<file path="config.mk">
export PLATFORM = sky130hd
export DESIGN_NAME = coder_stream_packer
export DESIGN_NICKNAME = d
export VERILOG_FILES = /design/src/rtl/coder_stream_pkg.sv /design/src/rtl/byte_word_assembler.sv /design/src/rtl/coder_stream_packer.sv
export SDC_FILE = /design/constraint.sdc
export NUM_CORES = 1
export LEC_CHECK = 0
export ABC_AREA = 1
export BUFFER_PORTS_ARGS = -buffer_cell sky130_fd_sc_hd__buf_2
export CAP_MARGIN = 5
export CORE_UTILIZATION = 59
export CTS_CLUSTER_DIAMETER = 200
export CTS_CLUSTER_SIZE = 14
export DETAILED_ROUTE_END_ITERATION = 6
export PLACE_DENSITY = 0.92
export RECOVER_POWER = 50
export SLEW_MARGIN = 10
export SYNTH_ARGS = -nofsm -noshare
export SYNTH_HDL_FRONTEND = slang
export SYNTH_SLANG_ARGS = --single-unit
</file>
<file path="constraint.sdc">
create_clock -name clk -period 3.1 [get_ports clk]
set_input_delay 0.31 -clock clk [delete_from_list [all_inputs] [get_ports clk]]
set_output_delay 0.31 -clock clk [all_outputs]
set_load 0.005 [all_outputs]
</file>
<file path="src/rtl/coder_stream_pkg.sv">
// Shared types and constants for the coder stream packer.
//   phase_t    : byte-level position inside a serialized frame
//   state_t    : fetch FSM states
//   last_keep(): byte enables for the final word, given the lane fill count
package coder_stream_pkg;

    localparam int ENTRY_BYTES     = 3;
    localparam int HEADER_BYTES    = 3;
    localparam int MAX_FRAME_BYTES = 66306;
    localparam int FRAME_CNT_W     = $clog2(MAX_FRAME_BYTES + 1);

    typedef enum logic [2:0] {
        PH_ENTRY_CNT,
        PH_ENTRIES,
        PH_PCNT_HI,
        PH_PCNT_LO,
        PH_PAYLOAD
    } phase_t;

    typedef enum logic [2:0] {
        S_IDLE,
        S_FETCH,
        S_SETTLE,
        S_FLUSH,
        S_DRAIN
    } state_t;

    // A lane count of 0 means the word wrapped, i.e. all four lanes are filled.
    function automatic logic [3:0] last_keep(input logic [1:0] lane_cnt);
        case (lane_cnt)
            2'd1:    return 4'b0001;
            2'd2:    return 4'b0011;
            2'd3:    return 4'b0111;
            default: return 4'b1111;
        endcase
    endfunction

endpackage

</file>
<file path="src/rtl/byte_word_assembler.sv">
// Packs single bytes little-endian into 32-bit words and presents them on a
// valid/ready stream through one holding register.
//   i_clk, i_rst    : clock, synchronous active-high reset (drops partial word)
//   i_wr, i_byte    : write i_byte into the current lane (only when !o_blocked)
//   i_flush         : move the partial word out as the frame's last word
//   o_blocked       : assembly is full and cannot move to the holding register
//   o_flush_taken   : the flush request was performed this cycle
//   o_data/o_keep/o_valid/o_last, i_ready : output stream
// Handshake: a word transfers on a rising edge where o_valid and i_ready are
// both high; o_data/o_keep/o_last are held stable while o_valid is high and
// i_ready is low.
module byte_word_assembler
    import coder_stream_pkg::*;
(
    input  logic        i_clk,
    input  logic        i_rst,
    input  logic        i_wr,
    input  logic [7:0]  i_byte,
    input  logic        i_flush,
    input  logic        i_ready,
    output logic        o_blocked,
    output logic        o_flush_taken,
    output logic [31:0] o_data,
    output logic [3:0]  o_keep,
    output logic        o_valid,
    output logic        o_last
);

    logic [31:0] r_asm;
    logic [1:0]  r_lane;
    logic        r_asm_full;
    logic [31:0] r_hold;
    logic [3:0]  r_keep;
    logic        r_hold_valid;
    logic        r_last;

    logic [31:0] w_asm_next;
    logic        w_accept;
    logic        w_hold_free;
    logic        w_move_full;
    logic        w_move_flush;

    // Holding register counts as free when it is being accepted this cycle,
    // so a full assembly moves out with no bubble.
    assign w_accept      = r_hold_valid && i_ready;
    assign w_hold_free   = !r_hold_valid || w_accept;
    assign w_move_flush  = i_flush && w_hold_free;
    assign w_move_full   = r_asm_full && w_hold_free && !i_flush;
    assign o_blocked     = r_asm_full && !w_hold_free;
    assign o_flush_taken = w_move_flush;

    // Clearing on move keeps unused lanes of the last word at zero.
    always_comb begin
        w_asm_next = w_move_full ? '0 : r_asm;
        if (i_wr) begin
            w_asm_next[{r_lane, 3'b000} +: 8] = i_byte;
        end
    end

    always_ff @(posedge i_clk) begin
        if (i_rst) begin
            r_asm        <= '0;
            r_lane       <= '0;
            r_asm_full   <= 1'b0;
            r_hold       <= '0;
            r_keep       <= '0;
            r_hold_valid <= 1'b0;
            r_last       <= 1'b0;
        end else if (w_move_flush) begin
            r_hold       <= r_asm;
            r_keep       <= last_keep(r_lane);
            r_last       <= 1'b1;
            r_hold_valid <= 1'b1;
            r_asm        <= '0;
            r_lane       <= '0;
            r_asm_full   <= 1'b0;
        end else begin
            if (w_move_full) begin
                r_hold       <= r_asm;
                r_keep       <= 4'hF;
                r_last       <= 1'b0;
                r_hold_valid <= 1'b1;
            end else if (w_accept) begin
                r_hold       <= '0;
                r_keep       <= '0;
                r_last       <= 1'b0;
                r_hold_valid <= 1'b0;
            end
            r_asm <= w_asm_next;
            if (i_wr) begin
                r_lane     <= r_lane + 2'd1;
                r_asm_full <= (r_lane == 2'd3);
            end else if (w_move_full) begin
                r_asm_full <= 1'b0;
            end
        end
    end

    assign o_data  = r_hold;
    assign o_keep  = r_keep;
    assign o_valid = r_hold_valid;
    assign o_last  = r_last;

endmodule

</file>
<file path="src/rtl/coder_stream_packer.sv">
// Pulls bytes from the arithmetic coder over its next handshake, parses the
// frame (entry count, 3-byte entries, 16-bit payload count, payload) and packs
// it into little-endian 32-bit words for the host DMA.
//   clk, rst              : clock, synchronous active-high reset
//   start_in              : arms one frame (ignored while busy)
//   byte_in/byte_valid_in : coder byte and valid
//   next_out              : advance pulse to the coder
//   m_data/keep/valid/last_out, m_ready_in : output word stream
//   busy_out, done_out    : frame in progress / last word accepted
//   frame_bytes_out       : total bytes of the frame, held until next start
module coder_stream_packer
    import coder_stream_pkg::*;
#(
    parameter int WORD_BYTES    = 4,
    parameter int SETTLE_CYCLES = 1
) (
    input  logic                      clk,
    input  logic                      rst,
    input  logic                      start_in,
    input  logic [7:0]                byte_in,
    input  logic                      byte_valid_in,
    output logic                      next_out,
    output logic [WORD_BYTES*8-1:0]   m_data_out,
    output logic [WORD_BYTES-1:0]     m_keep_out,
    output logic                      m_valid_out,
    output logic                      m_last_out,
    input  logic                      m_ready_in,
    output logic                      busy_out,
    output logic                      done_out,
    output logic [FRAME_CNT_W-1:0]    frame_bytes_out
);

    localparam int SETTLE_W = (SETTLE_CYCLES > 1) ? $clog2(SETTLE_CYCLES) : 1;

    state_t                 r_state;
    state_t                 w_state_next;
    phase_t                 r_phase;
    logic [15:0]            r_cnt;
    logic [7:0]             r_p_hi;
    logic [FRAME_CNT_W-1:0] r_frame_bytes;
    logic [SETTLE_W-1:0]    r_settle;
    logic                   r_done;

    logic        w_fetch;
    logic        w_final;
    logic        w_flush;
    logic        w_flush_taken;
    logic        w_blocked;
    logic        w_last_accept;
    logic        w_settle_done;
    logic [15:0] w_pcnt;

    assign w_pcnt        = {r_p_hi, byte_in};
    assign w_settle_done = (r_settle == SETTLE_W'(SETTLE_CYCLES - 1));
    assign w_last_accept = m_valid_out && m_ready_in && m_last_out;

    // Final byte: a zero payload count, or the last payload byte.
    always_comb begin
        w_final = 1'b0;
        case (r_phase)
            PH_PCNT_LO: w_final = (w_pcnt == 16'd0);
            PH_PAYLOAD: w_final = (r_cnt == 16'd0);
            default:    w_final = 1'b0;
        endcase
    end

    always_comb begin
        w_state_next = r_state;
        w_fetch      = 1'b0;
        w_flush      = 1'b0;
        case (r_state)
            S_IDLE:   if (start_in) w_state_next = S_FETCH;
            S_FETCH: begin
                if (byte_valid_in && !w_blocked) begin
                    w_fetch      = 1'b1;
                    w_state_next = w_final ? S_FLUSH : S_SETTLE;
                end
            end
            S_SETTLE: if (w_settle_done) w_state_next = S_FETCH;
            S_FLUSH: begin
                w_flush = 1'b1;
                if (w_flush_taken) w_state_next = S_DRAIN;
            end
            S_DRAIN:  if (w_last_accept) w_state_next = S_IDLE;
            default:  w_state_next = S_IDLE;
        endcase
    end

    always_ff @(posedge clk) begin
        if (rst) begin
            r_state       <= S_IDLE;
            r_phase       <= PH_ENTRY_CNT;
            r_cnt         <= '0;
            r_p_hi        <= '0;
            r_frame_bytes <= '0;
            r_settle      <= '0;
            r_done        <= 1'b0;
        end else begin
            r_state <= w_state_next;
            r_done  <= (r_state == S_DRAIN) && w_last_accept;
            if (r_state == S_SETTLE) r_settle <= r_settle + 1'b1;
            else                     r_settle <= '0;

            if (r_state == S_IDLE && start_in) begin
                r_phase       <= PH_ENTRY_CNT;
                r_cnt         <= '0;
                r_p_hi        <= '0;
                r_frame_bytes <= '0;
            end else if (w_fetch) begin
                r_frame_bytes <= r_frame_bytes + 1'b1;
                // r_cnt holds remaining bytes minus one; zero is the terminal count.
                case (r_phase)
                    PH_ENTRY_CNT: begin
                        r_cnt   <= (16'(byte_in) + 16'd1) * 16'(ENTRY_BYTES) - 16'd1;
                        r_phase <= PH_ENTRIES;
                    end
                    PH_ENTRIES: begin
                        if (r_cnt == 16'd0) r_phase <= PH_PCNT_HI;
                        else                r_cnt   <= r_cnt - 16'd1;
                    end
                    PH_PCNT_HI: begin
                        r_p_hi  <= byte_in;
                        r_phase <= PH_PCNT_LO;
                    end
                    PH_PCNT_LO: begin
                        r_cnt   <= w_pcnt - 16'd1;
                        r_phase <= PH_PAYLOAD;
                    end
                    PH_PAYLOAD: begin
                        if (r_cnt != 16'd0) r_cnt <= r_cnt - 16'd1;
                    end
                    default: r_phase <= PH_ENTRY_CNT;
                endcase
            end
        end
    end

    byte_word_assembler u_asm (
        .i_clk         (clk),
        .i_rst         (rst),
        .i_wr          (w_fetch),
        .i_byte        (byte_in),
        .i_flush       (w_flush),
        .i_ready       (m_ready_in),
        .o_blocked     (w_blocked),
        .o_flush_taken (w_flush_taken),
        .o_data        (m_data_out),
        .o_keep        (m_keep_out),
        .o_valid       (m_valid_out),
        .o_last        (m_last_out)
    );

    // The coder is never advanced by the final byte, nor while rst is high.
    assign next_out        = w_fetch && !w_final && !rst;
    assign busy_out        = (r_state != S_IDLE);
    assign done_out        = r_done;
    assign frame_bytes_out = r_frame_bytes;

endmodule
</file>
==> impl_summary.log <==
INFO  metric sum_of_negative_setup_slack = 0 ns
INFO  metric critPathBufInv = 2
INFO  metric route.vias.total = ~7000
INFO  metric slew-limit-headroom = -2.82%
INFO  metric layout.nets = between 1000 and 1500
INFO  metric status = finished with violations
INFO  metric place_hpwl = 12.0 mm
INFO  metric drt_drc_violations_left = 0
INFO  metric timing_worst_setup_path_type = reg -> reg
INFO  metric tritoncts_clock_tree = built
INFO  metric route.antenna.remaining_nets = 0
INFO  metric detail_route.iter0.violations = 858
INFO  metric place.gp.congestion = between 0.9 and 1
INFO  metric first_global_vias = 6015
INFO  metric antenna_cells_inserted = 0
INFO  metric buffer_ports.inserted = 70
INFO  metric post_drt_wl_per_cell = around 15 um
INFO  metric slowest_stage = nor2_1
INFO  metric groute.usage.overall = 32.1%
INFO  metric syn_inst = 958
INFO  metric hold_start = rst
INFO  metric critPathMaxStageDelay = approximately 0.48 ns
INFO  metric core.rowCount = 38
INFO  metric cpLargestDelayFamily = simple AND/OR/NAND/NOR gates
INFO  metric dp_cells = between 1000 and 1500
INFO  metric violations = capacitance limit, slew limit
INFO  metric synthArstFlopShare = 0%
INFO  metric post-route-util = between 60% and 70%
INFO  metric layout.cells.most_common = nand2_1
INFO  metric synth_cell_type_count = 43
INFO  metric timing.final.crit_period = 2.75 ns
INFO  metric post-cts-setup-buffers = 0
INFO  metric crit_path_cell_trace = inv_1, nand3_1, nor2_1, clkbuf_1, nand2_1, nor4_4, nand2_1, a21oi_1
INFO  metric most_frequent_cell_on_critical_path = nand2_1
INFO  metric critical_path_peak_fanout = 9
INFO  metric ys_seq_elements = 121
INFO  metric worstSetupEndpointType = register
INFO  metric largest_net_degree_at_the_start_of_global_routing = 41
INFO  metric power.leakage = 3.18 nW
INFO  metric netlist_area = roughly 0.0065 mm2
INFO  metric hold_end = done_out
INFO  metric layout_common_cells = nand2_1, dfxtp_1, a21oi_1, inv_1, nand3_1
INFO  metric grt_antenna_before_repair = 0
INFO  metric signed_area_change_from_the_synthesized_netlist_to_the_final_layout = 15.7%
INFO  metric io_pins = slightly above 70
INFO  metric post-route-period-util = approximately nine tenths
INFO  metric cts_resized = 0
INFO  metric floorplan.die_area = between 0.01 and 0.015 mm2
INFO  metric die-width = approximately 110 um
INFO  metric fin_cells = 1183
INFO  metric holdCritPathClass = in -> reg
INFO  metric initial_core_util = a little over 60%
INFO  metric routed_via_density = just under 6
INFO  metric cap_viol_max_count = 1
INFO  metric timing.final.hold_violations = 0
INFO  metric cp_data_arrival_time = about 3.2 ns
INFO  metric instance_area_at_placement = between 0.007 and 0.008 mm2
INFO  metric fin_area = 0.00754 mm2
INFO  metric core_region_area = ~0.011 mm2
INFO  metric postRouteWirelength = 18.1 mm
INFO  metric globalRouteOverflowTotal = 0
INFO  metric worst-path-stages = 8
INFO  metric worst_ir_drop_vdd = 0.563 mV
INFO  metric maxSlewViolCount = 37
INFO  metric clock_latency = between 0.5 and 0.6 ns
INFO  metric synth-warning-count = 0
INFO  metric cts_made_buffers = 17
INFO  metric synthFlopType = dfxtp_1
INFO  metric min_delay_path_depth = 4
INFO  metric r2r_setup_slack = approximately 0.35 ns
INFO  metric clk_transition_reported_paths = 0.06 ns
INFO  metric p_per_area = between 500 and 600 mW/mm2
INFO  metric rsz0062_at_grt = no
INFO  metric synth.net_count = around 1000
INFO  metric max_freq = approximately 0.36 GHz
INFO  metric clockRootBuffer = clkbuf_8
INFO  metric clkSinkCount = between 100 and 150
INFO  metric fp.dieH = 107 um
INFO  metric timing.final.setup_violations = 0
INFO  metric worstRegToRegCells = 8
INFO  metric rr_endpoint = u_asm.r_asm[2]
INFO  metric h-tree-depth = 4
INFO  metric ff_to_ff_start = r_state[1]
INFO  metric post_cts_hold_buffer_count = 0
INFO  metric timing_worst_slew_pin_value = 1.54 ns
INFO  metric detailedRoute.firstPassIterationCount = 6
INFO  metric skew = between 0.01 and 0.015 ns
INFO  metric synth_enable_flop_cells = 0
INFO  metric worstPathRequired = approximately 3.5 ns
INFO  metric syn_area_per_cell = between 6 and 7 um2
INFO  metric cts.path.max_buffers = 2
INFO  metric critPathLaunchType = register
INFO  metric synth-seq-area-share = between 30% and 40%
INFO  metric share_of_cells_above_drive_strength_1 = a little under an eighth
INFO  metric global_route_wire_length_before_repair = about 29 mm
==> state kept, by name, indices dropped and copies added, names as in the netlist <==
name / count
u_asm.r_asm_full: 1
u_asm.o_valid: 1
u_asm.o_last: 1
r_p_hi: 8
u_asm.r_lane: 2
done_out: 1
r_state: 3
frame_bytes_out: 17
r_phase: 3
r_cnt: 16
r_settle: 1
u_asm.r_asm: 32
u_asm.o_data: 32
u_asm.o_keep: 3
==> Yosys cell counts, types with 5 or more instances <==
cell | count | area [um2]
a211oi_1 | 5 | 37.5
a21oi_1 | 114 | 571
buf_4 | 7 | 52.6
clkbuf_1 | 21 | 78.8
dfxtp_1 | 121 | 2420
ha_1 | 25 | 313
inv_1 | 99 | 372
nand2_1 | 260 | 976
nand2_2 | 5 | 31.3
nand3_1 | 86 | 430
nand4_1 | 15 | 93.8
nor2_1 | 65 | 244
nor2_2 | 8 | 50.1
nor3_1 | 20 | 100
o21ai_0 | 41 | 205
o21ai_1 | 5 | 25.0
xor2_1 | 13 | 114
==> worst max-delay path by stage <==
stage / from / to / slack [ns]
2_1_floorplan: byte_in[0] / r_cnt[11] / 0.35
6_report: r_state[1] / u_asm.r_asm[2] / 0.35
4_1_cts: r_state[1] / next_out / 0.61
3_5_place_dp: byte_in[1] / r_cnt[10] / 0.15
5_1_grt: u_asm.o_valid / u_asm.o_data[5] / 0.13
3_3_place_gp: byte_in[1] / r_cnt[10] / 0.23
==> kinds of logic (layout without fill, tap and decap cells) <==
family,after synthesis,after routing,share of synthesized area [%]
AND/OR/NAND/NOR,478,478,32.3
AO/OA/AOI/OAI,178,178,14.6
buffers and inverters,140,225,8.83
flip-flops,121,121,37.2
adder cells (fa/ha/maj),26,26,5.10
XOR/XNOR,15,15,2.02
==> area by class of cell <==
class | instances | area (um2)
Clock inverter | 12 | 138
Timing Repair Buffer | 89 | 447
Clock buffer | 20 | 455
Sequential cell | 121 | 2420
Tap cell | 140 | 175
Fill cell | 848 | 3250
Multi-Input combinational cell | 697 | 3520
Inverter | 104 | 390
==> power by group <==
group,switching (W),leakage (nW),total (W),internal [W]
Combinational,0.000506,1.92,0.000720,0.000215
Clock,0.000774,0.288,0.00199,0.00122
Sequential,0.0000354,0.977,0.00163,0.00160
==> per-layer routing <==
metal / vias up / global-route usage [%] / part of all wire [%]
met2: 437 / 49.9 / 45
li1: 3276 / - / -
met1: 3065 / 41.8 / 42
met5: - / 0 / 0
met3: 82 / 7.72 / 9.1
met4: 0 / 15.1 / 3.8
==> tightest hold or removal path: stages <==
cell	delay, ns
buf_2	0.09
inv_1	0.09
nand2_1	0.09
nor2_1	0.03
==> stage by stage <==
stage / setup WS (ns) / hold slack [ns] / total power [W]
after floorplan: 0.351 / 0.391 / 0.00217
after global placement: 0.233 / 0.398 / 0.00234
after detailed placement: 0.150 / 0.408 / 0.00235
after CTS: 0.613 / 0.115 / 0.00432
after global routing: 0.128 / 0.125 / 0.00449
final: 0.354 / 0.125 / 0.00434
Power figures use the tool's default switching activity.
